==> src/rtl/bcd_serial_addsub.sv <==
// bcd_serial_addsub: serial LSD-first BCD adder/subtractor, one decimal digit per clock
module bcd_serial_addsub #(
    parameter int DIGITS = 4
) (
    input  logic                clk,
    input  logic                rst,
    input  logic                start,
    input  logic                op,
    input  logic                cin,
    input  logic [4*DIGITS-1:0] a,
    input  logic [4*DIGITS-1:0] b,
    output logic                busy,
    output logic                done,
    output logic [4*DIGITS-1:0] sum,
    output logic                cout,
    output logic                err
);
    localparam int W  = 4 * DIGITS;
    localparam int CW = DIGITS > 1 ? $clog2(DIGITS) : 1;
    typedef enum logic [1:0] {S_IDLE, S_RUN, S_DONE} state_t;
    state_t state;
    logic [W-1:0] a_r, b_r, b_eff;
    logic [CW-1:0] cnt;
    logic carry, bad, gt9;
    logic [3:0] ad, bd, dig;
    logic [4:0] s, s6;
    // subtraction runs as A + 9's-complement(B) + ~borrow, i.e. ten's complement
    always_comb begin
        b_eff = b;
        bad = 1'b0;
        for (int i = 0; i < DIGITS; i++) begin
            b_eff[4*i +: 4] = op ? 4'd9 - b[4*i +: 4] : b[4*i +: 4];
            bad = bad | (a[4*i +: 4] > 4'd9) | (b[4*i +: 4] > 4'd9);
        end
    end
    assign ad  = a_r[{cnt, 2'b00} +: 4];
    assign bd  = b_r[{cnt, 2'b00} +: 4];
    assign s   = {1'b0, ad} + {1'b0, bd} + {4'd0, carry};
    assign s6  = s + 5'd6;
    assign gt9 = s > 5'd9;
    assign dig = gt9 ? s6[3:0] : s[3:0];
    always_ff @(posedge clk) begin
        if (rst) begin
            state <= S_IDLE;
            busy  <= 1'b0;
            done  <= 1'b0;
            sum   <= '0;
            cout  <= 1'b0;
            err   <= 1'b0;
            cnt   <= '0;
            carry <= 1'b0;
            a_r   <= '0;
            b_r   <= '0;
        end else begin
            case (state)
                S_IDLE: begin
                    done <= 1'b0;
                    if (start) begin
                        a_r   <= a;
                        b_r   <= b_eff;
                        carry <= op ? ~cin : cin;
                        err   <= bad;
                        cnt   <= '0;
                        sum   <= '0;
                        busy  <= 1'b1;
                        state <= S_RUN;
                    end
                end
                S_RUN: begin
                    sum[{cnt, 2'b00} +: 4] <= dig;
                    carry <= gt9;
                    cnt   <= cnt + 1'b1;
                    if (cnt == CW'(DIGITS - 1)) begin
                        cout  <= gt9;
                        busy  <= 1'b0;
                        done  <= 1'b1;
                        state <= S_DONE;
                    end
                end
                S_DONE: begin
                    done  <= 1'b0;
                    state <= S_IDLE;
                end
                default: state <= S_IDLE;
            endcase
        end
    end
endmodule
==> config.mk <==
export PLATFORM = sky130hd
export DESIGN_NAME = bcd_serial_addsub
export DESIGN_NICKNAME = d
export VERILOG_FILES = /design/src/rtl/bcd_serial_addsub.sv
export SDC_FILE = /design/constraint.sdc
export NUM_CORES = 1
export LEC_CHECK = 0
export BUFFER_PORTS_ARGS = -buffer_cell sky130_fd_sc_hd__buf_2
export CAP_MARGIN = 20
export CORE_UTILIZATION = 44
export CTS_CLUSTER_SIZE = 25
export DETAILED_ROUTE_END_ITERATION = 7
export PLACE_DENSITY = 0.74
export SLEW_MARGIN = 20
export SYNTH_ARGS = -nofsm -noshare
export SYNTH_HDL_FRONTEND = slang
export SYNTH_SLANG_ARGS = --single-unit
==> constraint.sdc <==
create_clock -name clk -period 11.08 [get_ports clk]
set_input_delay 1.108 -clock clk [delete_from_list [all_inputs] [get_ports clk]]
set_output_delay 1.108 -clock clk [all_outputs]
set_load 0.05 [all_outputs]
==> flow_summary.json, run 1 <==
{
  "status": "finished, violations left",
  "failed_checks": "DRC",
  "worst_skew_pair.late_latency_ns": 0.35,
  "first_global_vias": 2335,
  "period_needed_ns": 4.42,
  "cts.sinks": 57,
  "slowest_stage": "fa_1",
  "num-fill-cells": 603,
  "grt_first_pass_wirelength_um": 10900,
  "cts_buffers": 9,
  "worstSetupPathType": "flip-flop to flip-flop",
  "hold_class": "flip-flop to flip-flop",
  "die_width_um": 84.5,
  "postRouteAntennaNets": 0,
  "rsz0062_at_grt": "no",
  "slew_viol_final": 0,
  "die_y_um": 84.5,
  "finalWorstSetupSlack_ns": 6.66,
  "drive_gt1_share_pct": 22.2,
  "routabilityCongestion": 0.832,
  "critPathLaunchType": "flip-flop",
  "ys_types": 44,
  "wire_per_inst_um": 13.9,
  "cp-end-kind": "flip-flop",
  "fin_total_pwr_mw": 0.549,
  "clk_transition_reported_paths_ns": 0.07,
  "cp_slowest_stage_delay_ns": 0.83,
  "clock-root-buffer": "clkbuf_8",
  "insertedDiodeCount": 0,
  "postSynthCellCount": 347,
  "irDropWorstVdd_uv": 83.6,
  "hold_violations": 0,
  "crit_chain": "mux4_2 -> fa_1 -> fa_1 -> inv_1 -> ha_1 -> nor2b_1 -> a31o_2 -> o31ai_4 -> mux2_4 -> o31ai_1",
  "nets": 443,
  "synth_top_cell_by_area": "dfxtp_1",
  "io_pins": 57,
  "relSlewSlack_pct": 28.7,
  "worst-slew-pin-transition_ns": 1.07,
  "post_cts_buffers": 0,
  "htree_num_levels": 3,
  "required_ns": 11.34,
  "worstPathArrival_ns": 4.69,
  "ctsHoldBuffers": 0,
  "vias_per_cell": 5.41,
  "die-area_mm2": 0.00713,
  "maxCapViolCount": 0,
  "drt_iter0_markers": 151,
  "grt_usage_pct": 19.6,
  "setup_tns_ns": 0,
  "postSynth.asyncResetShare_pct": 0,
  "seq_area_mm2": 0.00114,
  "synth_edf_count": 0,
  "grt_max_degree": 62,
  "fp.coreArea_mm2": 0.00646,
  "fp-row-count": 29,
  "firstDrtPassIters": 8,
  "crit_top_cell": "fa_1",
  "yosys_warnings": 0,
  "dp_cells": 458,
  "syn_nets": 398,
  "ys_ff_latch": 57,
  "overflow": 0,
  "cts_tree": "yes",
  "port_buffers": 56,
  "synth_area_mm2": 0.00299,
  "ys_seq_area_share_pct": 38.1,
  "drc": 4,
  "vias": 2558,
  "cp_max_fo": 17,
  "final_cell_count_no_fill": 473,
  "area_growth_pct": 16.8,
  "synth_most_common_cell": "nand2_1",
  "netlist.area_leader.share_pct": 38.1,
  "post-route-period-util_pct": 39.9,
  "antenna_found_initial": 0,
  "dp_slack_ns": 6.63,
  "routed_wirelength_um": 6580,
  "synth_commonest_cells": "nand2_1 (59), dfxtp_1 (57), a21oi_1 (33), nor2_1 (25), clkbuf_1 (16)",
  "setup_viol": 0,
  "post_cts_resized": 0,
  "p_leak_nw": 1.45,
  "powerDensity_mw_per_mm2": 157,
  "clockBufferDepth": 2,
  "clock_skew_ns": 0.00813,
  "syn_avg_cell_area_um2": 8.62,
  "yosys-top-cells-area": "dfxtp_1 (38%), nand2_1 (7.4%), mux4_2 (6.0%), a21oi_1 (5.5%), ha_1 (5.0%)",
  "initial_core_util_pct": 46.3,
  "multi_input_area_mm2": 0.00170,
  "max_freq_mhz": 226,
  "dp_hpwl_um": 4850,
  "synth_ff_type": "dfxtp_1"
}
critical path, delay by kind of cell, from the launching register on:
| family | cells | cell delay, ns |
|---|---|---|
| buf+inv | 1 | 0.13 |
| flops | 1 | 0.76 |
| compound gates | 3 | 0.82 |
| mux | 2 | 0.96 |
| simple gates | 1 | 0.14 |
| fa+ha+maj | 3 | 1.52 |
stage by stage:
step                hold slack (ns)  instance area, um^2  util (%)
finish                        0.451                 3490      54.1
global route                  0.472                 3490      54.1
CTS                           0.455                 3490      54.1
detailed placement            0.440                 3280      50.7
global placement              0.432                 3280      50.7
floorplan                     0.433                 2990         -
per-layer routing:
metal,routed length (um),track usage (%),share of wire [%]
met4,62,5.08,0.94
met3,378,7.18,5.7
met5,0,0,0
met1,3050,24.6,46
met2,3090,31.9,47
logic make-up after synthesis:
family | Yosys count | synth area share (%)
and+or+nand+nor | 127 | 19.6
AOI/OAI and AO/OA | 87 | 19.5
DFF | 57 | 38.1
buffers and inverters | 38 | 5.27
muxes | 14 | 8.20
adders and majority gates | 14 | 6.36
xor gates and xnor gates | 10 | 2.93
cell type report:
type                       count  area share [%]
timing repair buffer          57            8.23
clock inverter                 5            2.29
clock buffer                  10            3.94
multi-input combinational    252            48.5
inverter                      15            1.61
tap                           77            2.76
sequential                    57            32.7
registers in the layout, indices dropped and copies added, names as in the netlist, 2 cells and up:
name / flops
a_r: 16
cnt: 2
b_r: 16
sum: 16
state: 2
placed cells by master, fill, tap and decap left out, types with 4 or more instances in the layout:
cell type and count:
nand2_1 59, a32oi_1 4, o31ai_1 8, clkbuf_8 10
nor2_1 25, xnor2_1 5, a21o_1 4, a221oi_1 4
a22oi_1 4, and3_1 4, inv_1 15, o21ai_0 10
mux2i_1 5, nor2b_1 7, a211oi_1 13, dfxtp_1 57
buf_2 56, nor3_1 12, xor2_1 5, nand2b_1 5
ha_1 12, a21oi_1 33, mux4_2 8
path summary, 6_finish.rpt:
| kind | start | to | slack [ns] | cells after the start |
|---|---|---|---|---|
| worst min-delay path | sum[7] | sum[7] | 0.45 | 2 |
| worst max-delay path | cnt[0] | sum[6] | 6.66 | 10 |
| worst max register to register | cnt[0] | sum[6] | 6.66 | 10 |
| worst min register to register | sum[7] | sum[7] | 0.45 | 2 |
report_power, final:
group | switching, mW | internal (mW) | total, mW
registers | 0.00881 | 0.216 | 0.225
clock network | 0.0850 | 0.131 | 0.216
logic | 0.0649 | 0.0431 | 0.108
Power figures use the tool's default switching activity.
==> inputs of run 2 (changes only) <==
- clock period: 11.08 -> 4.35 ns (I/O delays scaled with it)
==> run 2 against run 1 <==
Against the previous run:
- the run still ends with DRC left
- worst hold slack got worse by 0.12 ns
- power grew to 2.6 times the previous value
- sequential power rose to 2.5 times the previous value
- die area unchanged
- wire length grew 1.0%
- combinational power increased to 2.6 times the previous value
- utilization up 0.52 points
- critical endpoint is now sum[10]
==> flow_summary.json, run 2 (synthesized netlist as in run 1, its figures left out) <==
{
  "status": "finished, violations left",
  "failed_checks": "DRC",
  "grt_max_degree": 62,
  "die_width_um": 84.5,
  "post_cts_resized": 0,
  "vias": 2596,
  "post-route-period-util_pct": 88.1,
  "antenna_found_initial": 0,
  "dp_slack_ns": 0.511,
  "first_global_vias": 2308,
  "wire_per_inst_um": 13.9,
  "cts_tree": "yes",
  "worst_skew_pair.late_latency_ns": 0.34,
  "ctsHoldBuffers": 0,
  "cts_buffers": 9,
  "hold_start": "a[8]",
  "setup_viol": 0,
  "post_cts_buffers": 0,
  "area_growth_pct": 17.9,
  "cts.sinks": 57,
  "die-area_mm2": 0.00713,
  "period_needed_ns": 3.83,
  "crit_buf_inv": 0,
  "top_regs": "a_r (16), b_r (16), sum (16)",
  "drive_gt1_share_pct": 23.0,
  "htree_num_levels": 3,
  "routed_wirelength_um": 6640,
  "clk_transition_reported_paths_ns": 0.06,
  "crit_chain": "mux4_2 -> fa_1 -> fa_1 -> xnor2_1 -> ha_1 -> nor2b_1 -> a31o_2 -> o31ai_4 -> mux2_4 -> o31ai_1",
  "io_pins": 57,
  "required_ns": 4.60,
  "setup_tns_ns": 0,
  "clock-root-buffer": "clkbuf_8",
  "overflow": 0,
  "firstDrtPassIters": 6,
  "critPathLaunchType": "flip-flop",
  "worstPathArrival_ns": 4.08,
  "grt_usage_pct": 19.1,
  "routabilityCongestion": 0.845,
  "max_freq_mhz": 261,
  "fp.coreArea_mm2": 0.00646,
  "hold_violations": 0,
  "crit_family": "adder cells",
  "drc": 4,
  "hold_class": "input pin to flip-flop",
  "irDropWorstVdd_uv": 252,
  "powerDensity_mw_per_mm2": 402,
  "crit_path_start": "cnt[0]",
  "final_cell_mix": "nand2_1 (59), dfxtp_1 (57), buf_2 (56), a21oi_1 (33), nor2_1 (25)",
  "vias_per_cell": 5.44,
  "worst-slew-pin-transition_ns": 1.09,
  "postRouteAntennaNets": 0,
  "dp_hpwl_um": 4900,
  "fin_util_pct": 54.6,
  "maxCapViolCount": 0,
  "cp-end-kind": "flip-flop",
  "rsz0062_at_grt": "no",
  "drt_iter0_markers": 117,
  "layout_commonest_cell": "nand2_1",
  "insertedDiodeCount": 0,
  "p_leak_nw": 1.48,
  "grt_first_pass_wirelength_um": 10700,
  "reg2reg_slack_ns": 0.52,
  "r2r-start": "cnt[0]",
  "slowest_stage": "dfxtp_1",
  "slew_viol_final": 0,
  "clock_skew_ns": 0.00736,
  "initial_core_util_pct": 46.3,
  "cp_max_fo": 7,
  "clockBufferDepth": 2,
  "cp_slowest_stage_delay_ns": 0.58,
  "fp-row-count": 29,
  "finalWorstSetupSlack_ns": 0.519,
  "port_buffers": 56,
  "crit_top_cell": "fa_1",
  "worstSetupPathType": "flip-flop to flip-flop",
  "nets": 446,
  "die_y_um": 84.5,
  "relSlewSlack_pct": 27.6
}
==> run 2: per-layer routing <==
| metal | global-route usage [%] | vias up | share of wire [%] |
|---|---|---|---|
| met5 | 0 | - | 0 |
| met4 | 7.70 | 0 | 0.51 |
| met3 | 5.01 | 5 | 4.8 |
| met2 | 31.6 | 76 | 48 |
| met1 | 23.8 | 1195 | 46 |
| li1 | - | 1320 | - |
==> run 2: worst paths after layout <==
| kind | endpoint | depth (start not counted) |
|---|---|---|
| worst min-delay path | a_r[8] | 3 |
| worst max-delay path | sum[10] | 10 |
| worst min register to register | sum[6] | 2 |
| worst max register to register | sum[10] | 10 |
==> run 2: report_power, final <==
group | internal [mW] | switching, mW
sequential | 0.551 | 0.0208
clock | 0.352 | 0.216
combinational | 0.112 | 0.168
==> run 2: tightest hold or removal path, stage by stage <==
cell,delay (ns)
buf_2,0.09
nand2_1,0.05
a21oi_1,0.05
==> run 2: cell type report <==
cell class                 instances  area (um^2)
clock buffer                      11          151
sequential                        57         1140
inverter                          15         56.3
fill                             590         2930
tap                               77         96.3
multi-input combinational        252         1700
clock inverter                     5         77.6
timing repair buffer              60          310
==> run 2: metrics by stage <==
stage	hold slack, ns	instance area [um^2]	cells	power, mW
after floorplan	0.433	2990	347	0.793
after global placement	0.432	3300	461	0.857
after detailed placement	0.442	3300	461	0.864
after CTS	0.319	3530	477	1.43
after global routing	0.329	3530	477	1.48
final	0.335	3530	477	1.42
==> inputs of run 3 (changes only) <==
- CELL_PAD_IN_SITES_DETAIL_PLACEMENT: not set -> 1
- CELL_PAD_IN_SITES_GLOBAL_PLACEMENT: not set -> 2
- CORE_UTILIZATION: 44 -> 33
- PLACE_DENSITY: 0.74 -> 0.88
==> run 3 against run 2 <==
Against the previous run:
- the run now ends clean
- clock skew barely moved
- fmax barely moved
- highest routed layer unchanged
- critical endpoint is now sum[2]
- via count rose by 3.0%
- global-route usage fell by 1.1 points
- die area rose by 32%
- setup slack improved by 0.0015 ns
- power fell by 4.0%
- count of clock-buffer cells in the layout did not move
==> flow_summary.json, run 3 (synthesized netlist as in run 1, its figures left out) <==
{
  "status": "completed",
  "slew_viol_final": 0,
  "relSlewSlack_pct": 43.5,
  "top_regs": "a_r (16), b_r (16), sum (16)",
  "worstPathArrival_ns": 4.08,
  "routabilityCongestion": 0.819,
  "die_y_um": 97.2,
  "vias_per_cell": 5.26,
  "period_needed_ns": 3.83,
  "worstSetupPathType": "flip-flop to flip-flop",
  "first_global_vias": 2731,
  "vias": 2675,
  "hold_start": "a[10]",
  "grt_max_degree": 62,
  "firstDrtPassIters": 4,
  "ctsHoldBuffers": 0,
  "max_freq_mhz": 261,
  "clock-root-buffer": "clkbuf_8",
  "worst_skew_pair.late_latency_ns": 0.35,
  "antenna_found_initial": 0,
  "worst-slew-pin-transition_ns": 0.847,
  "grt_usage_pct": 18.0,
  "cp-end-kind": "flip-flop",
  "wire_per_inst_um": 15.9,
  "drive_gt1_share_pct": 22.9,
  "io_pins": 57,
  "clock_skew_ns": 0.00703,
  "nets": 447,
  "drt_iter0_markers": 73,
  "crit_path_start": "cnt[0]",
  "post_cts_resized": 0,
  "dp_hpwl_um": 6020,
  "cts_buffers": 9,
  "cts.sinks": 57,
  "insertedDiodeCount": 0,
  "clk_transition_reported_paths_ns": 0.07,
  "post-route-period-util_pct": 88.0,
  "cp_max_fo": 9,
  "port_buffers": 56,
  "rsz0062_at_grt": "no",
  "htree_num_levels": 3,
  "num-fill-cells": 1068,
  "critPathLaunchType": "flip-flop",
  "required_ns": 4.60,
  "hold_class": "input pin to flip-flop",
  "p_leak_nw": 1.46,
  "stdcell_area_mm2": 0.00354,
  "r2r-start": "cnt[0]",
  "finalWorstSetupSlack_ns": 0.521,
  "fin_total_pwr_mw": 1.36,
  "fp-row-count": 34,
  "fp.coreArea_mm2": 0.00876,
  "routed_wirelength_um": 8080,
  "maxCapViolCount": 0,
  "layout_commonest_cell": "nand2_1",
  "area_growth_pct": 18.4,
  "drc": 0,
  "die_width_um": 97.2,
  "clockBufferDepth": 2,
  "postPlaceCellArea_mm2": 0.00335,
  "setup_viol": 0,
  "final_cell_mix": "nand2_1 (59), dfxtp_1 (57), buf_2 (56), a21oi_1 (33), nor2_1 (25)",
  "setup_tns_ns": 0,
  "post_cts_buffers": 0,
  "initial_core_util_pct": 34.1,
  "powerDensity_mw_per_mm2": 385,
  "irDropWorstVdd_uv": 182,
  "cts_tree": "yes",
  "postRouteAntennaNets": 0,
  "overflow": 0,
  "hold_violations": 0,
  "die-area_mm2": 0.00945,
  "grt_first_pass_wirelength_um": 13600,
  "dp_slack_ns": 0.505
}
==> run 3: cell types whose count changed in the layout (fill, tap and decap cells not counted) <==
cell | before | now
clkbuf_8 | 11 | 10
clkinvlp_4 | 1 | 2
bufinv_16 | 2 | 1
clkbuf_1 | 0 | 1
buf_4 | 4 | 5
==> run 3: cell type report <==
cell class	count	area, um^2	area share [%]
repair buffers	61	318	8.97
clock buffers	11	141	3.99
clock inverters	5	55.1	1.55
inverters	15	56.3	1.59
flip-flops and latches	57	1140	32.2
well taps	108	135	3.81
multi-input cells	252	1700	47.9
==> run 3: power breakdown <==
part	internal (mW)	switching (mW)	leakage (nW)	total, mW
Combinational	0.113	0.177	0.902	0.290
Clock	0.278	0.222	0.0953	0.500
Sequential	0.551	0.0230	0.467	0.574
Total	0.942	0.422	1.46	1.36
==> run 3: per-layer routing <==
metal	vias up	track usage (%)	routed length, um
met1	1276	21.6	3610
met2	57	30.7	4000
met5	-	0	0
met3	19	4.75	298
met4	0	6.90	176
li1	1323	-	-
==> run 3: metrics by stage <==
step / utilization, % / std cells / hold slack [ns]
global route: 40.4 / 509 / 0.322
floorplan: - / 347 / 0.433
finish: 40.4 / 509 / 0.336
global placement: 38.2 / 493 / 0.433
CTS: 40.4 / 509 / 0.328
detailed placement: 38.2 / 493 / 0.436
==> run 3: worst paths after layout <==
kind / to / slack, ns / cells after the start
setup / recovery: sum[2] / 0.52 / 10
hold / removal: a_r[10] / 0.34 / 3
setup reg to reg: sum[2] / 0.52 / 10
hold reg to reg: sum[3] / 0.45 / 2
==> run 3: critical path, cell delays in order (launching register included) <==
cell	delay, ns
dfxtp_1	0.54
mux4_2	0.57
fa_1	0.44
fa_1	0.42
xnor2_1	0.19
ha_1	0.24
nor2b_1	0.14
a31o_2	0.28
o31ai_4	0.32
mux2_4	0.36
o31ai_1	0.24
